<file path="config.mk">
export PLATFORM = sky130hd
export DESIGN_NAME = wb_spi_master
export DESIGN_NICKNAME = d
export VERILOG_FILES = /design/src/rtl/wb_spi_master.sv
export SDC_FILE = /design/constraint.sdc
export NUM_CORES = 1
export LEC_CHECK = 0
export CELL_PAD_IN_SITES_DETAIL_PLACEMENT = 1
export CELL_PAD_IN_SITES_GLOBAL_PLACEMENT = 2
export CORE_MARGIN = 1
export CORE_UTILIZATION = 31
export CTS_BUF_LIST = sky130_fd_sc_hd__clkbuf_2
export CTS_CLUSTER_DIAMETER = 80
export CTS_CLUSTER_SIZE = 12
export DETAILED_ROUTE_END_ITERATION = 8
export MAX_ROUTING_LAYER = met4
export PLACE_DENSITY = 0.9
export SETUP_SLACK_MARGIN = 0.1
export SYNTH_ARGS = -nofsm -noshare
export SYNTH_HDL_FRONTEND = slang
export SYNTH_SLANG_ARGS = --single-unit
</file>
<file path="constraint.sdc">
create_clock -name clk -period 3.2 [get_ports clk]
set_clock_uncertainty 0.2 [all_clocks]
set_input_delay 0.48 -clock clk [delete_from_list [all_inputs] [get_ports clk]]
set_output_delay 0.48 -clock clk [all_outputs]
set_load 0.05 [all_outputs]
</file>
<file path="src/rtl/wb_spi_master.sv">
// wb_spi_master: Wishbone-controlled SPI mode-0 master, 8-bit MSB-first transfers,
// programmable SCK half-period and four software-driven chip selects.
module wb_spi_master #(
  parameter logic [15:0] default_div = 16'd4
) (
  input  logic        clk,
  input  logic        reset_n,
  input  logic [31:0] wb_adr_i,
  input  logic [31:0] wb_dat_i,
  output logic [31:0] wb_dat_o,
  input  logic [3:0]  wb_sel_i,
  input  logic        wb_stb_i,
  input  logic        wb_cyc_i,
  input  logic        wb_we_i,
  output logic        wb_ack_o,
  output logic        intr,
  output logic        spi_sck,
  output logic        spi_mosi,
  input  logic        spi_miso,
  output logic [3:0]  spi_cs_n
);
  typedef enum logic [1:0] {IDLE, LOW, HIGH} state_t;
  state_t r_state, w_next;
  logic        r_ack, r_sck, r_mosi, r_done, r_ovr, r_ie;
  logic [31:0] r_dat;
  logic [15:0] r_div, r_cnt;
  logic [3:0]  r_cs;
  logic [7:0]  r_shift, r_rx;
  logic [2:0]  r_bits;
  logic        w_acc, w_wr, w_rd_data, w_busy, w_zero, w_start, w_rise, w_fall, w_fin;
  logic [1:0]  w_adr;
  logic [31:0] w_rdata;
  logic        w_unused;
  assign w_unused  = ^{wb_sel_i, wb_adr_i[31:4], wb_adr_i[1:0], wb_dat_i[31:16]};
  assign w_adr     = wb_adr_i[3:2];
  assign w_acc     = wb_stb_i & wb_cyc_i & ~r_ack;
  assign w_wr      = w_acc & wb_we_i;
  assign w_rd_data = w_acc & ~wb_we_i & (w_adr == 2'd0);
  assign w_busy    = r_state != IDLE;
  assign w_zero    = r_cnt == 16'd0;
  assign w_start   = w_wr & (w_adr == 2'd0) & ~w_busy;
  assign w_rise    = (r_state == LOW) & w_zero;
  assign w_fall    = (r_state == HIGH) & w_zero & (r_bits != 3'd7);
  assign w_fin     = (r_state == HIGH) & w_zero & (r_bits == 3'd7);
  always_comb begin
    w_next  = r_state;
    w_next  = r_state == IDLE ? (w_start ? LOW : IDLE) :
              r_state == LOW  ? (w_zero ? HIGH : LOW) :
              w_zero ? (r_bits == 3'd7 ? IDLE : LOW) : HIGH;
    w_rdata = w_adr == 2'd0 ? {24'd0, r_rx} :
              w_adr == 2'd1 ? {28'd0, r_ie, r_ovr, r_done, w_busy} :
              w_adr == 2'd2 ? {16'd0, r_div} : {28'd0, r_cs};
  end
  always_ff @(posedge clk or negedge reset_n)
    if (!reset_n) r_state <= IDLE;
    else r_state <= w_next;
  always_ff @(posedge clk or negedge reset_n) begin
    if (!reset_n) begin
      r_ack   <= 1'b0;
      r_dat   <= 32'd0;
      r_div   <= default_div;
      r_cnt   <= 16'd0;
      r_cs    <= 4'd0;
      r_ie    <= 1'b0;
      r_ovr   <= 1'b0;
      r_done  <= 1'b0;
      r_sck   <= 1'b0;
      r_mosi  <= 1'b0;
      r_shift <= 8'd0;
      r_bits  <= 3'd0;
      r_rx    <= 8'd0;
    end else begin
      r_ack   <= w_acc;
      r_dat   <= w_acc ? w_rdata : 32'd0;
      if (w_wr && w_adr == 2'd2) r_div <= wb_dat_i[15:0];
      if (w_wr && w_adr == 2'd3) r_cs <= wb_dat_i[3:0];
      if (w_wr && w_adr == 2'd1) r_ie <= wb_dat_i[3];
      if (w_wr && w_adr == 2'd0 && w_busy) r_ovr <= 1'b1;
      else if (w_wr && w_adr == 2'd1 && wb_dat_i[2]) r_ovr <= 1'b0;
      // completion beats a coincident DATA read or W1C
      r_done  <= w_fin | (r_done & ~w_start & ~w_rd_data & ~(w_wr & (w_adr == 2'd1) & wb_dat_i[1]));
      r_cnt   <= w_start ? r_div : !w_busy ? r_cnt : w_zero ? r_div : r_cnt - 16'd1;
      r_sck   <= w_next == HIGH;
      r_mosi  <= w_start ? wb_dat_i[7] : w_fall ? r_shift[7] : r_mosi;
      r_shift <= w_start ? wb_dat_i[7:0] : w_rise ? {r_shift[6:0], spi_miso} : r_shift;
      r_bits  <= w_start ? 3'd0 : w_fall ? r_bits + 3'd1 : r_bits;
      if (w_fin) r_rx <= r_shift;
    end
  end
  assign wb_ack_o = r_ack;
  assign wb_dat_o = r_dat;
  assign intr     = r_ie & r_done;
  assign spi_sck  = r_sck;
  assign spi_mosi = r_mosi;
  assign spi_cs_n = ~r_cs;
endmodule
</file>
==> flow_metrics.tcl, run 1 <==
set metrics [dict create \
    status "finished clean" \
    synth_edf_count 0 \
    drive_above_1_share_pct 16.2 \
    clock.fmax_mhz 360 \
    grt_max_degree 80 \
    cpMaxStageDelayCell "dfrtp_1" \
    final_cells 569 \
    postCtsSetupBuffers 0 \
    grt_pass1_vias 3031 \
    clkSinkCount 79 \
    synth_ff_type "dfrtp_1" \
    max_stage_delay_ns 0.52 \
    die_area_mm2 0.0130 \
    htree_levels 3 \
    die_x_um 114 \
    post_drt_via_cell_ratio 4.97 \
    antenna_found_initial 0 \
    clk_pin_slew_worst_paths_ns 0.24 \
    ys_seq_area_share_pct 50.9 \
    synth_cells 350 \
    final_cell_area_mm2 0.00458 \
    dp_slack_ns 0.320 \
    setup_ws_ns 0.421 \
    ant_nets 0 \
    setup_tns_ns 0 \
    seqCellArea_mm2 0.00198 \
    layout.nets 475 \
    min-delay-path-class "flip-flop to flip-flop" \
    required_ns 3.43 \
    finalPower_mw 2.88 \
    insertion_delay_ns 0.54 \
    clk_path_buf_depth 2 \
    dp_hpwl_um 6640 \
    synthArstFlopShare_pct 100 \
    synth_area_per_cell_um2 11.1 \
    fillers 1383 \
    drc 0 \
    whs_ns 0.311 \
    start_util_pct 32.1 \
    setup_violations 0 \
    gp_congestion 0.811 \
    first_pass_iters 4 \
    place_area_mm2 0.00445 \
    fin_crit_sh_pct 86.8 \
    leakagePower_nw 1.94 \
    totalWireLength_um 9480 \
    cts_root_buf "clkbuf_2" \
    drt_iter0_markers 164 \
    cp_num_buf_inv 0 \
    crit_chain "nor4_4, nand2_1, nor2_1, and4_1, ha_1, mux2i_1, a21oi_1" \
    core_area_mm2 0.0121 \
    multiInputGateArea_mm2 0.00170 \
    tightestPinTransition_ns 1.00 \
    ir_drop_uv 168 \
    grt_pass1_wl_um 15500 \
    end_kind "flip-flop" \
    start_kind "flip-flop" \
    synth_cell_types 53 \
    slew_headroom_pct 33.3 \
    grt_overflow 0 \
    yosys_warnings 0 \
    rsz0062_at_grt "false" \
    crit_family "simple AND/OR/NAND/NOR gates" \
    diodes 0 \
    cap_violations 0 \
    wl_per_cell_um 16.7 \
    port_buffers 47 \
    hold_viol 0 \
    num_vias 2827 \
    io_pins 114 \
    yosys_register_bits 79 \
    cp_max_fo 8 \
    final_core_util_pct 37.8 \
    gr-usage-all-layers_pct 16.0 \
    cp.arrival_ns 3.01 \
    worstSetupPathType "flip-flop to flip-flop" \
    area_growth_syn_to_layout_pct 17.8 \
    final_max_slew_viol_count 0 \
    powerDensity_mw_per_mm2 630 \
    cts_tree "yes" \
    num_rows 40 \
    place_inst 552 \
    syn_area_mm2 0.00388 \
    die_h_um 114 \
    cts-buffers-inserted 9 \
    period_needed_ns 2.78 \
]
final timing paths:
kind	slack (ns)	startpoint	to	cells after the start
worst max-delay path	0.42	r_cnt[7]	r_shift[2]	7
worst min-delay path	0.31	r_bits[0]	r_bits[0]	1
min in group asynchronous	0.41	reset_n	r_div[10]	2
worst max register to register	0.42	r_cnt[7]	r_shift[2]	7
max in group asynchronous	1.72	reset_n	wb_ack_o	2
worst min register to register	0.31	r_bits[0]	r_bits[0]	1
power breakdown:
part	leakage [nW]	switching, mW	internal, mW
Clock	0.0729	0.377	0.190
Combinational	0.882	0.531	0.357
Sequential	0.981	0.219	1.21
Total	1.94	1.13	1.76
sequential cells by signal (all words and copies together), names as in the netlist, 2 cells and up:
signal and count:
r_div 16, r_cnt 16, wb_dat_o 16, r_bits 3, r_shift 8, r_rx 8, r_cs 4, r_state 2
cell usage in the layout, fill, tap and decap left out, types with 4 or more instances in the layout:
master,instances
a21oi_1,20
o22a_1,5
nand3_1,11
and2_1,14
nor2_1,19
dfrtp_1,78
nand2_1,28
ha_1,5
clkdlybuf4s50_1,46
nand4_1,4
mux2_2,25
nor3_1,7
mux4_2,4
a31oi_1,6
conb_1,16
mux2i_1,15
inv_1,10
buf_4,8
clkbuf_2,10
o21ai_0,15
cell type report:
cell class / instances / share of cell area (%)
Tap cell: 168 / 4.59
Clock inverter: 6 / 1.50
Inverter: 11 / 0.902
Multi-Input combinational cell: 240 / 37.1
Clock buffer: 10 / 1.09
Sequential cell: 79 / 43.2
Timing Repair Buffer: 55 / 11.6
logic make-up (layout without fill, tap and decap cells):
family | Yosys count | count (layout) | synth area share (%)
muxes | 44 | 44 | 13.4
and+or+nand+nor | 106 | 106 | 15.6
DFF | 79 | 79 | 50.9
other | 1 | 16 | 0.0966
buffers and inverters | 46 | 82 | 6.83
adders and majority gates | 5 | 5 | 1.61
AOI/OAI and AO/OA | 69 | 69 | 11.5
synth_stat cells, drive strengths merged (3+ instances only):
cell | n | share of area (%)
dfrtp | 78 | 50
buf | 30 | 5.3
nand2 | 29 | 3.0
mux2 | 25 | 7.2
a21oi | 20 | 2.6
nor2 | 19 | 1.8
and2 | 15 | 2.5
mux2i | 15 | 3.9
o21ai | 15 | 1.9
inv | 11 | 1.1
nand3 | 11 | 1.4
nor3 | 7 | 0.90
a31oi | 6 | 0.97
clkbuf | 5 | 0.48
ha | 5 | 1.6
nand4 | 5 | 1.2
nor4 | 5 | 1.6
o22a | 5 | 1.1
mux4 | 4 | 2.3
o311ai | 4 | 0.90
nor2b | 3 | 0.48
o211ai | 3 | 0.58
o21a | 3 | 0.58
metal layers:
metal	part of all wire, %	global-route usage [%]	vias up	wire (µm)
met2	49	25.1	60	4670
met5	0	-	-	0
met4	0.96	3.98	0	91
met3	3.5	3.77	8	336
met1	46	20.8	1444	4380
li1	-	-	1315	-
repair_timing:
action / CTS / global route
resized for setup: 0 / 0
hold buffers: 1 / 0
hold endpoints to repair: 78 / 0
Power figures use the tool's default switching activity.
==> run 2, diff against run 1 <==
--- a/constraint.sdc
+++ b/constraint.sdc
@@ -4,2 +4,2 @@
 set_output_delay 0.48 -clock clk [all_outputs]
-set_load 0.05 [all_outputs]
+set_load 0.02 [all_outputs]
==> results of run 2 <==
The final DEF is identical to that of run 1. Status: finished clean.
Among the figures that moved: total power 2.88 mW -> 2.79 mW; worst IR drop on VDD 168 µV -> 166 µV
==> RTL edit (config.mk and constraints of run 1) <==
Reset style: synchronous (`reset_n`), changed in 2 clocked blocks.
--- a/src/rtl/wb_spi_master.sv
+++ b/src/rtl/wb_spi_master.sv
@@ -51,10 +51,10 @@
               w_adr == 2'd1 ? {28'd0, r_ie, r_ovr, r_done, w_busy} :
               w_adr == 2'd2 ? {16'd0, r_div} : {28'd0, r_cs};
   end
-  always_ff @(posedge clk or negedge reset_n)
+  always_ff @(posedge clk)
     if (!reset_n) r_state <= IDLE;
     else r_state <= w_next;
-  always_ff @(posedge clk or negedge reset_n) begin
+  always_ff @(posedge clk) begin
     if (!reset_n) begin
       r_ack   <= 1'b0;
       r_dat   <= 32'd0;
Function: differs if reset_n is asserted again (counterexample within 4 cycles, from zero or initial values and one cycle with reset_n low); with reset_n held inactive, the same outputs for 10 cycles.
==> RTL edit against run 1 <==
- global-route usage is 2.4 points higher
- sequential cell count stayed put
- the run now ends with design-rule violations left
- power decreased by 28%
- highest routed layer unchanged
- final area decreased by 5.4%
- worst setup slack better by 0.11 ns
- area after synthesis shrank 4.9%
- cell count is 6.5% higher
- wire length up 11%
- count of clock-buffer cells in the layout is 1 higher
- critical path type unchanged
- combinational power shrank 36%
- sequential share of layout area decreased by 6.7 points
- hold slack got worse by 0.037 ns
==> RTL edit: results (changes against run 1) <==
Route
  – Residual DRC: 4 (was 0)
  – Initial DRT Pass Iterations: 6 (was 4)
  – Avg WL per Cell: 17.31 um (was 16.66 um)

Critical path
  – Highest fanout seen on the critical path: 8 (unchanged)
  – Reg-to-reg endpoint: r_shift[4] (was r_shift[2])
  – R2R Setup Slk: 0.53 ns (was 0.42 ns)
  – CP arrival: 2.93 ns (was 3.01 ns)
  – RR Startpoint: r_cnt[0] (was r_cnt[7])
  – Slowest-stage cell, CP: ha_1 (was dfrtp_1)
  – Largest stage delay on the critical path: 0.54 ns (was 0.52 ns)
  – CP delay by family, top: adder cells (was simple AND/OR/NAND/NOR gates)

Clocking
  – Clock transition at path regs: 0.22 ns (was 0.24 ns)

Synthesis
  – Sequential fraction of the synthesis area: 42.80% (was 50.93%)
  – Main flop type after synthesis: dfxtp_1 (was dfrtp_1)
  – Post-synth ARST share: 0% (was 100.0%)
  – Top cells by area, synth: dfxtp_1 (43%), mux2i_1 (7.6%), nand2_1 (4.7%) (was dfrtp_1 (50%), mux2_2 (7.2%), mux2i_1 (3.9%))
  – Commonest cells post-synth: dfxtp_1 (79), nand2_1 (46), nor2_1 (45) (was dfrtp_1 (78), nand2_1 (28), mux2_2 (25))
  – Top cell type's share of synthesized area: 42.80% (was 50.26%)

Hold path
  – Hold path depth: 3 (was 1)
  – Hold Path End: r_div[12] (was r_bits[0])
  – Type of the worst min-delay path: input pin to flip-flop (was flip-flop to flip-flop)
  – Hold_sp: wb_dat_i[12] (was r_bits[0])

Final layout
  – NumNets Final: 537 (was 475)
  – Layout cell share with drive strength beyond 1: 9.287% (was 16.21%)

Run status
  – Status: finished with violations (was finished, final reports clean)
  – Failing checks: design-rule violations

Global routing
  – Total GRT Usage: 18.34% (was 15.97%)
  – Largest net degree at the start of global routing: 48 (was 80)
  – First-pass GRT wire length: 17330 um (was 15460 um)
  – Vias in the first global route: 3390 (was 3031)
  – Initial antenna violation count: 0 (unchanged)

Timing
  – Hold WS: 0.2742 ns (was 0.3112 ns)
  – Max-slew headroom: 49.44% (was 33.27%)

Placed design
  – GPL Wtd Cong: 0.8398 (was 0.8110)

Power
  – Peak VDD IR: 0.1830 mV (was 0.1679 mV)
  – Leakage dissipation: 0.001637 uW (was 0.001935 uW)
## RTL edit: tightest hold or removal path, stage by stage
cell	delay, ns
clkdlybuf4s50_1	0.40
nand2_1	0.06
a21oi_1	0.05
## RTL edit: worst max-delay path by stage
stage | endpoint | slack, ns | depth (start not counted)
4_1_cts | r_shift[4] | 0.52 | 7
6_report | r_shift[4] | 0.53 | 7
2_1_floorplan | r_shift[0] | 0.88 | 8
3_5_place_dp | r_cnt[6] | 0.50 | 6
3_3_place_gp | r_cnt[6] | 0.50 | 6
5_1_grt | r_shift[6] | 0.34 | 7
## RTL edit: logic make-up (layout without fill, tap and decap cells)
| group | after synthesis | count (layout) | synth area share, % |
|---|---|---|---|
| flip-flops | 79 | 79 | 42.80 |
| adder cells (fa/ha/maj) | 5 | 5 | 1.693 |
| multiplexers | 32 | 32 | 10.02 |
| AND/OR/NAND/NOR | 171 | 171 | 24.25 |
| other | 1 | 16 | 0.1015 |
| XOR/XNOR | 1 | 1 | 0.2371 |
| AO/OA/AOI/OAI | 75 | 75 | 13.21 |
| buffers and inverters | 55 | 84 | 7.687 |
## RTL edit: power breakdown
group	switching [uW]	leakage, uW	internal (uW)
logic	376	0.000939	193
clock network	357	0.0000600	109
registers	28.8	0.000638	1010
total	762	0.00164	1310
## RTL edit: cell type report
| type | count | area, um2 | share of cell area [%] |
|---|---|---|---|
| multi-input combinational | 300 | 1886 | 43.55 |
| sequential | 79 | 1582 | 36.53 |
| timing repair buffer | 59 | 560.5 | 12.95 |
| tap | 143 | 178.9 | 4.133 |
| clock buffer | 11 | 55.05 | 1.272 |
| clock inverter | 5 | 33.78 | 0.7803 |
| inverter | 9 | 33.78 | 0.7803 |
## RTL edit: routing by layer
| metal | wire, um | GRT usage (%) | vias to the layer above | part of all wire (%) |
|---|---|---|---|---|
| met5 | 0 | - | - | 0 |
| met4 | 151 | 5.135 | 0 | 1.4 |
| met3 | 353 | 3.991 | 15 | 3.4 |
| met2 | 5304 | 31.46 | 81 | 51 |
| met1 | 4677 | 21.53 | 1566 | 45 |
| li1 | - | - | 1541 | - |
## RTL edit: through the flow
| step | cells | area [um2] | worst slack, ns | total power, uW |
|---|---|---|---|---|
| 4_1_cts | 606 | 4329 | 0.5192 | 2089 |
| 5_1_grt | 606 | 4329 | 0.3368 | 2183 |
| 3_3_place_gp | 590 | 4240 | 0.5028 | 1599 |
| 2_1_floorplan | 434 | 3751 | 0.8790 | 1466 |
| 6_report | 606 | 4329 | 0.5347 | 2072 |
| 3_5_place_dp | 590 | 4240 | 0.5018 | 1615 |
